$ cat config.mk
export PLATFORM = sky130hd
export DESIGN_NAME = usb_device_txn
export DESIGN_NICKNAME = d
export VERILOG_FILES = /design/src/rtl/usb_pkg.sv /design/src/rtl/usb_timeout.sv /design/src/rtl/usb_device_txn.sv
export SDC_FILE = /design/constraint.sdc
export NUM_CORES = 1
export LEC_CHECK = 0
export BUFFER_PORTS_ARGS = -buffer_cell sky130_fd_sc_hd__buf_2
export CORE_UTILIZATION = 35
export CTS_CLUSTER_SIZE = 10
export DETAILED_ROUTE_END_ITERATION = 7
export GPL_ROUTABILITY_DRIVEN = 0
export PLACE_DENSITY = 0.71
export SLEW_MARGIN = 20
export SYNTH_ARGS = -nofsm -noshare
export SYNTH_HDL_FRONTEND = slang
export SYNTH_SLANG_ARGS = --single-unit
$ cat constraint.sdc
create_clock -name clk -period 2.2 [get_ports clk]
set_input_delay 0.11 -clock clk [delete_from_list [all_inputs] [get_ports clk]]
set_output_delay 0.11 -clock clk [all_outputs]
set_load 0.05 [all_outputs]
$ cat src/rtl/usb_pkg.sv
// usb_pkg: PID and FSM state encodings plus default endpoint/address constants shared by device and host
package usb_pkg;

   typedef enum logic [3:0] {
      PID_OUT   = 4'b0001,
      PID_IN    = 4'b1001,
      PID_DATA0 = 4'b0011,
      PID_ACK   = 4'b0010,
      PID_NAK   = 4'b1010
   } pid_e;

   typedef enum logic [2:0] {
      S_IDLE,
      S_WAIT_ADDR,
      S_WAIT_WDATA,
      S_MEM_WR,
      S_MEM_RD,
      S_SEND_DATA,
      S_WAIT_HS,
      S_SEND_HS
   } state_e;

   localparam logic [6:0] DEV_ADDR_DEF  = 7'd5;
   localparam logic [3:0] ADDR_ENDP_DEF = 4'd4;
   localparam logic [3:0] DATA_ENDP_DEF = 4'd8;
   localparam logic [7:0] TIMEOUT_DEF   = 8'd255;

endpackage

$ cat src/rtl/usb_timeout.sv
// usb_timeout: 8-bit clearable counter that saturates at LIMIT and flags expiry
module usb_timeout #(
   parameter logic [7:0] LIMIT = 8'd255
) (
   input  logic clk,
   input  logic rst_L,
   input  logic clr_i,
   input  logic en_i,
   output logic expired_o
);

   logic [7:0] cnt_q;

   assign expired_o = (cnt_q == LIMIT);

   // count enabled cycles since the last clear, holding once the limit is reached
   always_ff @(posedge clk or negedge rst_L) begin
      if (!rst_L) cnt_q <= '0;
      else if (clr_i) cnt_q <= '0;
      else if (en_i && !expired_o) cnt_q <= cnt_q + 8'd1;
   end

endmodule

$ cat src/rtl/usb_device_txn.sv
// usb_device_txn: USB device transaction engine bridging address/data endpoints to a 64-bit memory port
module usb_device_txn
   import usb_pkg::*;
#(
   parameter logic [6:0] DEV_ADDR  = DEV_ADDR_DEF,
   parameter logic [3:0] ADDR_ENDP = ADDR_ENDP_DEF,
   parameter logic [3:0] DATA_ENDP = DATA_ENDP_DEF,
   parameter logic [7:0] TIMEOUT   = TIMEOUT_DEF
) (
   input  logic        clk,
   input  logic        rst_L,
   input  logic        rx_valid,
   input  logic [3:0]  rx_pid,
   input  logic [6:0]  rx_addr,
   input  logic [3:0]  rx_endp,
   input  logic [63:0] rx_data,
   input  logic        rx_crc_ok,
   input  logic        tx_ready,
   output logic        tx_start,
   output logic [3:0]  tx_pid,
   output logic [63:0] tx_data,
   output logic        mem_re,
   output logic        mem_we,
   output logic [15:0] mem_addr,
   output logic [63:0] mem_wdata,
   input  logic [63:0] mem_rdata,
   output logic        busy
);

   state_e      state_q, state_d;
   logic [15:0] addr_q, addr_d;
   logic [63:0] wdata_q, wdata_d;
   logic [3:0]  tx_pid_q, tx_pid_d;
   logic [63:0] tx_data_q, tx_data_d;
   logic        rd_pend_q, rd_pend_d;
   logic        tok_ok, data_rx, hs_rx, expired, to_clr, to_en;

   // tokens must pass CRC5 and target this device; data/handshake packets carry no address
   assign tok_ok  = rx_valid && rx_crc_ok && (rx_addr == DEV_ADDR);
   assign data_rx = rx_valid && (rx_pid == PID_DATA0);
   assign hs_rx   = rx_valid && (rx_pid == PID_ACK || rx_pid == PID_NAK);
   assign to_clr  = rx_valid || (state_d != state_q);
   assign to_en   = state_q inside {S_WAIT_ADDR, S_WAIT_WDATA, S_WAIT_HS};

   usb_timeout #(.LIMIT(TIMEOUT)) u_timeout (
      .clk       (clk),
      .rst_L     (rst_L),
      .clr_i     (to_clr),
      .en_i      (to_en),
      .expired_o (expired)
   );

   assign tx_pid    = tx_pid_q;
   assign tx_data   = tx_data_q;
   assign mem_addr  = addr_q;
   assign mem_wdata = wdata_q;
   assign busy      = (state_q != S_IDLE);

   // state and datapath registers; the outgoing PID/data are loaded before tx_start so they stay stable
   always_ff @(posedge clk or negedge rst_L) begin
      if (!rst_L) begin
         state_q   <= S_IDLE;
         addr_q    <= '0;
         wdata_q   <= '0;
         tx_pid_q  <= '0;
         tx_data_q <= '0;
         rd_pend_q <= 1'b0;
      end else begin
         state_q   <= state_d;
         addr_q    <= addr_d;
         wdata_q   <= wdata_d;
         tx_pid_q  <= tx_pid_d;
         tx_data_q <= tx_data_d;
         rd_pend_q <= rd_pend_d;
      end
   end

   // next-state, packet queueing and strobe generation
   always_comb begin
      state_d   = state_q;
      addr_d    = addr_q;
      wdata_d   = wdata_q;
      tx_pid_d  = tx_pid_q;
      tx_data_d = tx_data_q;
      rd_pend_d = 1'b0;
      tx_start  = 1'b0;
      mem_re    = 1'b0;
      mem_we    = 1'b0;
      case (state_q)
         S_IDLE: begin
            if (tok_ok && rx_pid == PID_OUT && rx_endp == ADDR_ENDP) state_d = S_WAIT_ADDR;
            else if (tok_ok && rx_pid == PID_OUT && rx_endp == DATA_ENDP) state_d = S_WAIT_WDATA;
            else if (tok_ok && rx_pid == PID_IN && rx_endp == DATA_ENDP) state_d = S_MEM_RD;
         end
         S_WAIT_ADDR: begin
            if (data_rx) begin
               state_d  = S_SEND_HS;
               tx_pid_d = rx_crc_ok ? PID_ACK : PID_NAK;
               addr_d   = rx_crc_ok ? rx_data[15:0] : addr_q;
            end else if (expired) state_d = S_IDLE;
         end
         S_WAIT_WDATA: begin
            if (data_rx && rx_crc_ok) begin
               state_d = S_MEM_WR;
               wdata_d = rx_data;
            end else if (data_rx) begin
               state_d  = S_SEND_HS;
               tx_pid_d = PID_NAK;
            end else if (expired) state_d = S_IDLE;
         end
         S_MEM_WR: begin
            mem_we   = 1'b1;
            tx_pid_d = PID_ACK;
            state_d  = S_SEND_HS;
         end
         S_MEM_RD: begin
            mem_re    = !rd_pend_q;
            rd_pend_d = !rd_pend_q;
            if (rd_pend_q) begin
               tx_data_d = mem_rdata;
               tx_pid_d  = PID_DATA0;
               state_d   = S_SEND_DATA;
            end
         end
         S_SEND_DATA: begin
            tx_start = tx_ready;
            state_d  = tx_ready ? S_WAIT_HS : S_SEND_DATA;
         end
         S_WAIT_HS: begin
            if (hs_rx || expired) state_d = S_IDLE;
         end
         S_SEND_HS: begin
            tx_start = tx_ready;
            state_d  = tx_ready ? S_IDLE : S_SEND_HS;
         end
         default: state_d = S_IDLE;
      endcase
   end

endmodule

# Word level (Yosys, flattened, before mapping)
# Index checks and enable logic that the tools add are counted.
[totals]
reg_bits = 160
input_bits = 148
out_inout_bits = 152
word_cells = 77
[classes]
addsub = 1
eq_ne = 21
muxes = 22
reduce_logical = 26
[op_table]
columns = ["cell", "count"]
rows = [
  ["two-way mux 3 bit", 9],
  ["case mux 3 bit (8 select lines)", 1],
  ["two-way mux 4 bit", 5],
  ["two-way mux 8 bit", 2],
  ["case mux 4 bit (4 select lines)", 1],
  ["equality test 3 bit (second input constant)", 4],
  ["equality test 4 bit (second input constant)", 3],
  ["logical AND 1 bit", 11],
  ["adder 8 x 1 -> 8 bit (second input constant)", 1],
  ["equality test 4 x 2 -> 1 bit (second input constant)", 2],
  ["equality test 8 bit (second input constant)", 1],
  ["inequality test 2 bit (second input constant)", 4],
  ["equality test 7 x 3 -> 1 bit (second input constant)", 1],
  ["equality test 3 x 2 -> 1 bit (second input constant)", 2],
  ["nonzero test 3 bit", 2],
  ["AND reduction 5 bit", 1],
  ["equality test 4 x 1 -> 1 bit (second input constant)", 1],
  ["equality test 4 x 3 -> 1 bit (second input constant)", 1],
  ["AND reduction 2 bit", 2],
  ["nonzero test 4 bit", 1],
  ["equality test 3 x 1 -> 1 bit (second input constant)", 1],
  ["logical NOT 3 bit", 1],
  ["logical OR 1 bit", 3],
  ["two-way mux 1 bit", 3],
  ["other kinds (6)", 7],
]

# Depth between registers and ports, before layout
[depth]
word_depth = 11
mapped_depth = 7
mapped_depth_nobuf = 6

# Cells and area by module
# From an unflattened synthesis, not the netlist that was laid out.
[hier_totals]
cells_unflattened = 422
area_unflattened_um2 = 6402.4
[by_module_without_submodules]
columns = ["module", "instances", "cells_per_inst", "area_each_um2", "seq_area_each_um2"]
rows = [
  ["usb_device_txn", 1, 375, 5933.2, 3778.6],
  ["usb_timeout", 1, 47, 469.2, 200.2],
]

# Least setup slack after synthesis
# No wires, ideal clock.
[synth_path]
path_kind = "register to register"
startpoint = "register state_q[0]"
endpoint = "register rd_pend_q"
setup_ns = 0.287
arrival_ns = 2.191
required_ns = 1.913
slack_ns = -0.278
stages_incl_launch_ff = 3
path_buffers = 1
synth_period_minus_slack_ns = 2.478
cell_sequence = "dfrtp_1 buf_2 nor4_1"
[synth_via]
elab_chain_cells = 2
[synth_rtl]
columns = ["item", "line_no", "rtl"]
rows = [
  ["start: declaration", "usb_device_txn.sv:30", "state_e state_q, state_d;"],
  ["start signal: assignment", "usb_device_txn.sv:69", "state_q <= state_d;"],
  ["equality test 3 bit", "--", ""],
  ["two-way mux 1 bit", "--", ""],
  ["named net mem_re", "usb_device_txn.sv:22", "output logic mem_re,"],
  ["end signal: assignment", "usb_device_txn.sv:74", "rd_pend_q <= rd_pend_d;"],
  ["end: declaration", "usb_device_txn.sv:35", "logic rd_pend_q, rd_pend_d;"],
]
# The timed path passes the listed nets, and every way through them passes these cells.
# A chain may end at the register's enable or synchronous reset.

# Worst setup path after layout
[layout_path]
startpoint = "register u_timeout.cnt_q[0]"
endpoint = "register u_timeout.cnt_q[6]"
[layout_via]
elab_chain_cells = 8
elab_cells_between_ends = 15
cone_classes = "1 x add/sub; 2 x eq/ne; 7 x mux; 5 x reduce/logical"
[layout_rtl]
columns = ["item", "line_no", "rtl"]
rows = [
  ["start: declaration", "usb_timeout.sv:12", "logic [7:0] cnt_q;"],
  ["start signal: assignment", "usb_timeout.sv:20", "else if (en_i && !expired_o) cnt_q <= cnt_q + 8'd1;"],
  ["equality test 8 bit", "usb_timeout.sv:14", "assign expired_o = (cnt_q == LIMIT);"],
  ["two-way mux 3 bit", "usb_device_txn.sv:100, usb_device_txn.sv:109", ""],
  ["two-way mux 3 bit", "usb_device_txn.sv:106", "end else if (data_rx) begin"],
  ["two-way mux 3 bit", "usb_device_txn.sv:103", "if (data_rx && rx_crc_ok) begin"],
  ["case mux 3 bit (8 select lines)", "usb_device_txn.sv:89", "case (state_q)"],
  ["inequality test 3 bit", "usb_device_txn.sv:42", "assign to_clr = rx_valid || (state_d != state_q);"],
  ["logical OR 1 bit", "usb_device_txn.sv:42", ""],
  ["two-way mux 8 bit or nonzero test 2 bit (tied branches)", "--", ""],
]
# Parallel ways exist; a longest one is shown, timed or not. The select of a mux whose other input is x is not followed.

==> results.md <==
* Warnings, synthesis at 0
* CTS tree: yes
* Largest net degree at the start of global routing at 66
* Die span in x at 138 um
* Tightest Hold Check Type: input port to flip-flop
* Setup TNS at 0 ns
* Vias post-DR at 5,326
* Via/cell ratio at 4.74
* FF+latch area at 0.00398 mm^2
* Layout cells sized above 1 at 0.554
* Top_reg_cell synth: dfrtp_1
* Fillers at 1,431
* Antenna violations before repair at 0
* Worst-path clk slew at 0.06 ns
* Critical Path Sink Type: flip-flop
* Startpoint types: flip-flop
* Max-Slew Margin vs Limit at 0.632
* CP required at 2.48 ns
* DR DRC count at 26
* Hold_ws at 0.176 ns
* Unrepaired setup endpoints after global routing: false
* First-pass GRT wire length at 28,600 um
* Worst skew pair latency at 0.41 ns
* Final Skew at 0.0100 ns
* Top delay family on crit path: compound AO/OA/AOI/OAI gates
* Starting Density at 0.360
* Worst hold path endpoint: state_q[0]$_DFF_PN0_
* Number of cells on the critical path at 6
* H-tree levels at 4
* Vias in the first global route at 5,716
* Share of the synthesized area in the top cell type at 0.611
* Row count at 49
* Core area at 0.0181 mm^2
* Clock buffer count from CTS at 17
* Total GRT Usage at 0.188
* Count leader, synth: dfrtp_1
* Top cells by count, synth: dfrtp_1, mux2_2, mux2_1
* Total length of routed wires at 17,800 um
* Leakage dissipation at 5.37 nW
* Root Buffer Master: clkbuf_16
* Mapped Avg Cell Area at 14.9 um^2
* Crit path largest cell delay at 0.45 ns
* Arr. time, crit path at 2.32 ns
* Launch point of the worst path: u_timeout.cnt_q[0]$_DFFE_PN0P_
* Reg2reg start: u_timeout.cnt_q[0]$_DFFE_PN0P_
* Number of flops mapped to enable cells by yosys at 0
* Clk buf depth at 2
* Footprint of the multi-input gates at 0.00244 mm^2
* # diodes at 0
* Nets at 1,030
* Critical path, cell by cell: ha_1 > nand4_1 > o211ai_1 > a211oi_2 > a211oi_4 > nor4_1
* Detailed Routing Iterations Pass 1 at 6
* Power per cell area at 1350 mW/mm^2
* Endpoints failing hold at 0
* Worst hold path stage count at 3
* Synth area leader: dfrtp_1
* Worst path buffer plus inverter count at 0
* Crit Path Max Fanout at 8
* Fin util at 0.569
* Placed wire-length estimate at 11,400 um
* Area of the mapped netlist at 0.00652 mm^2
* Final setup fails at 0
* Reg2Reg Depth at 6
* Port Buffers at 298
* Flops & latches, synth at 159
* Area grow syn2layout at 58.1%
* DIE HEIGHT at 138 um
* DRT iter0 DRCs at 221
* Die area at 0.0192 mm^2
* Reg-to-reg endpoint: u_timeout.cnt_q[6]$_DFFE_PN0P_
* Failing checks: DRC
* Post-route ant nets at 0
* FFs w/ async S/R, synth at 1.00
* Slowest cell on the critical path: o211ai_1
* Synth Instances at 436
* Max-cap viol count at 0
* Worst-margin pin slew at 0.552 ns
* Min-delay src: rx_pid[1]
* Syn Nets at 585
* Status: finished with violations
* Sequential area share after synthesis at 0.611
* Area contributors post-synth: dfrtp_1, mux2_2, mux2_1
* R2r setup slk at 0.16 ns
* Post-synth cell types at 54
* VDD IR max at 0.983 mV
* GR Overflow Total at 0
* Final period utilization at 0.928
* IO Pins at 300
* # clock sinks at 159
* Wire length per cell at 15.9 um
* Fmax at 0.490 GHz
* Slew Viols, Final at 0
* Critical path class: flip-flop to flip-flop
* Tmin final at 2.04 ns
cell usage in the layout (no fill, tap or decap), types with 6 or more instances in the layout:
| master | instances |
|---|---|
| nor4_1 | 11 |
| dlygate4sd3_1 | 129 |
| nand3_1 | 6 |
| buf_2 | 297 |
| buf_4 | 16 |
| o21ai_0 | 10 |
| mux2_2 | 128 |
| mux2_1 | 18 |
| clkbuf_16 | 17 |
| dfrtp_1 | 158 |
what timing repair did:
item	CTS	global route
buffers inserted	0	2
hold endpoints to repair	197	0
resized for setup	0	3
hold buffers	129	0
setup endpoints to repair	0	8
worst max-delay path by stage:
| stage | slack (ns) | endpoint |
|---|---|---|
| 6_report | 0.16 | u_timeout.cnt_q[6]$_DFFE_PN0P_ |
| 5_1_grt | 0.02 | u_timeout.cnt_q[7]$_DFFE_PN0P_ |
| 4_1_cts | 0.08 | u_timeout.cnt_q[6]$_DFFE_PN0P_ |
| 3_5_place_dp | 0.07 | u_timeout.cnt_q[7]$_DFFE_PN0P_ |
| 3_3_place_gp | 0.15 | u_timeout.cnt_q[3]$_DFFE_PN0P_ |
| 2_1_floorplan | 0.25 | tx_pid[3]$_DFFE_PN0P_ |
registers in the layout (all words and copies together), names as in the netlist:
register and cells:
mem_addr 16, mem_wdata 64, rd_pend_q 1, state_q 3, tx_data 64, tx_pid 3
u_timeout.cnt_q 8
metal layers:
layer | up-vias | routed length (um) | part of all wire | track usage
met3 | 31 | 1020 | 0.057 | 0.0478
met2 | 203 | 9400 | 0.53 | 0.344
li1 | 2495 | - | - | -
met1 | 2597 | 6980 | 0.39 | 0.211
met5 | - | 0 | 0 | 0
met4 | 0 | 397 | 0.022 | 0.0656
area by class of cell:
class,count,area share
tap,229,0.0278
clock buffer,19,0.0420
clock inverter,13,0.0148
timing repair buffer,447,0.290
multi-input combinational,251,0.237
sequential,159,0.386
inverter,5,0.00182
worst reg2reg max path, delay by kind of cell, from the launching register on:
kind            cells  cell delay, ns
fa+ha+maj           1            0.21
flops               1            0.40
compound gates      3            0.97
simple gates        2            0.34
cells by family after synthesis:
kind of cell	synth area share
AO/OA/AOI/OAI	0.0490
XOR/XNOR	0.00403
AND/OR/NAND/NOR	0.0614
adder cells (fa/ha/maj)	0.00192
other	0.000575
buffers and inverters	0.0186
multiplexers	0.254
flip-flops	0.611
where the power goes:
part	switching [mW]	internal, mW
clock	1.25	1.70
combinational	4.62	1.93
sequential	0.510	3.83
total	6.39	7.47
stage by stage:
step	area [um^2]	cells	setup WS [ns]	power, mW
CTS	10300	1121	0.0757	13.8
finish	10300	1123	0.159	13.9
floorplan	6530	436	0.252	9.03
global placement	8400	960	0.149	10.6
detailed placement	8400	960	0.0741	10.7
global route	10300	1123	0.0237	14.4
Power figures use the tool's default switching activity.
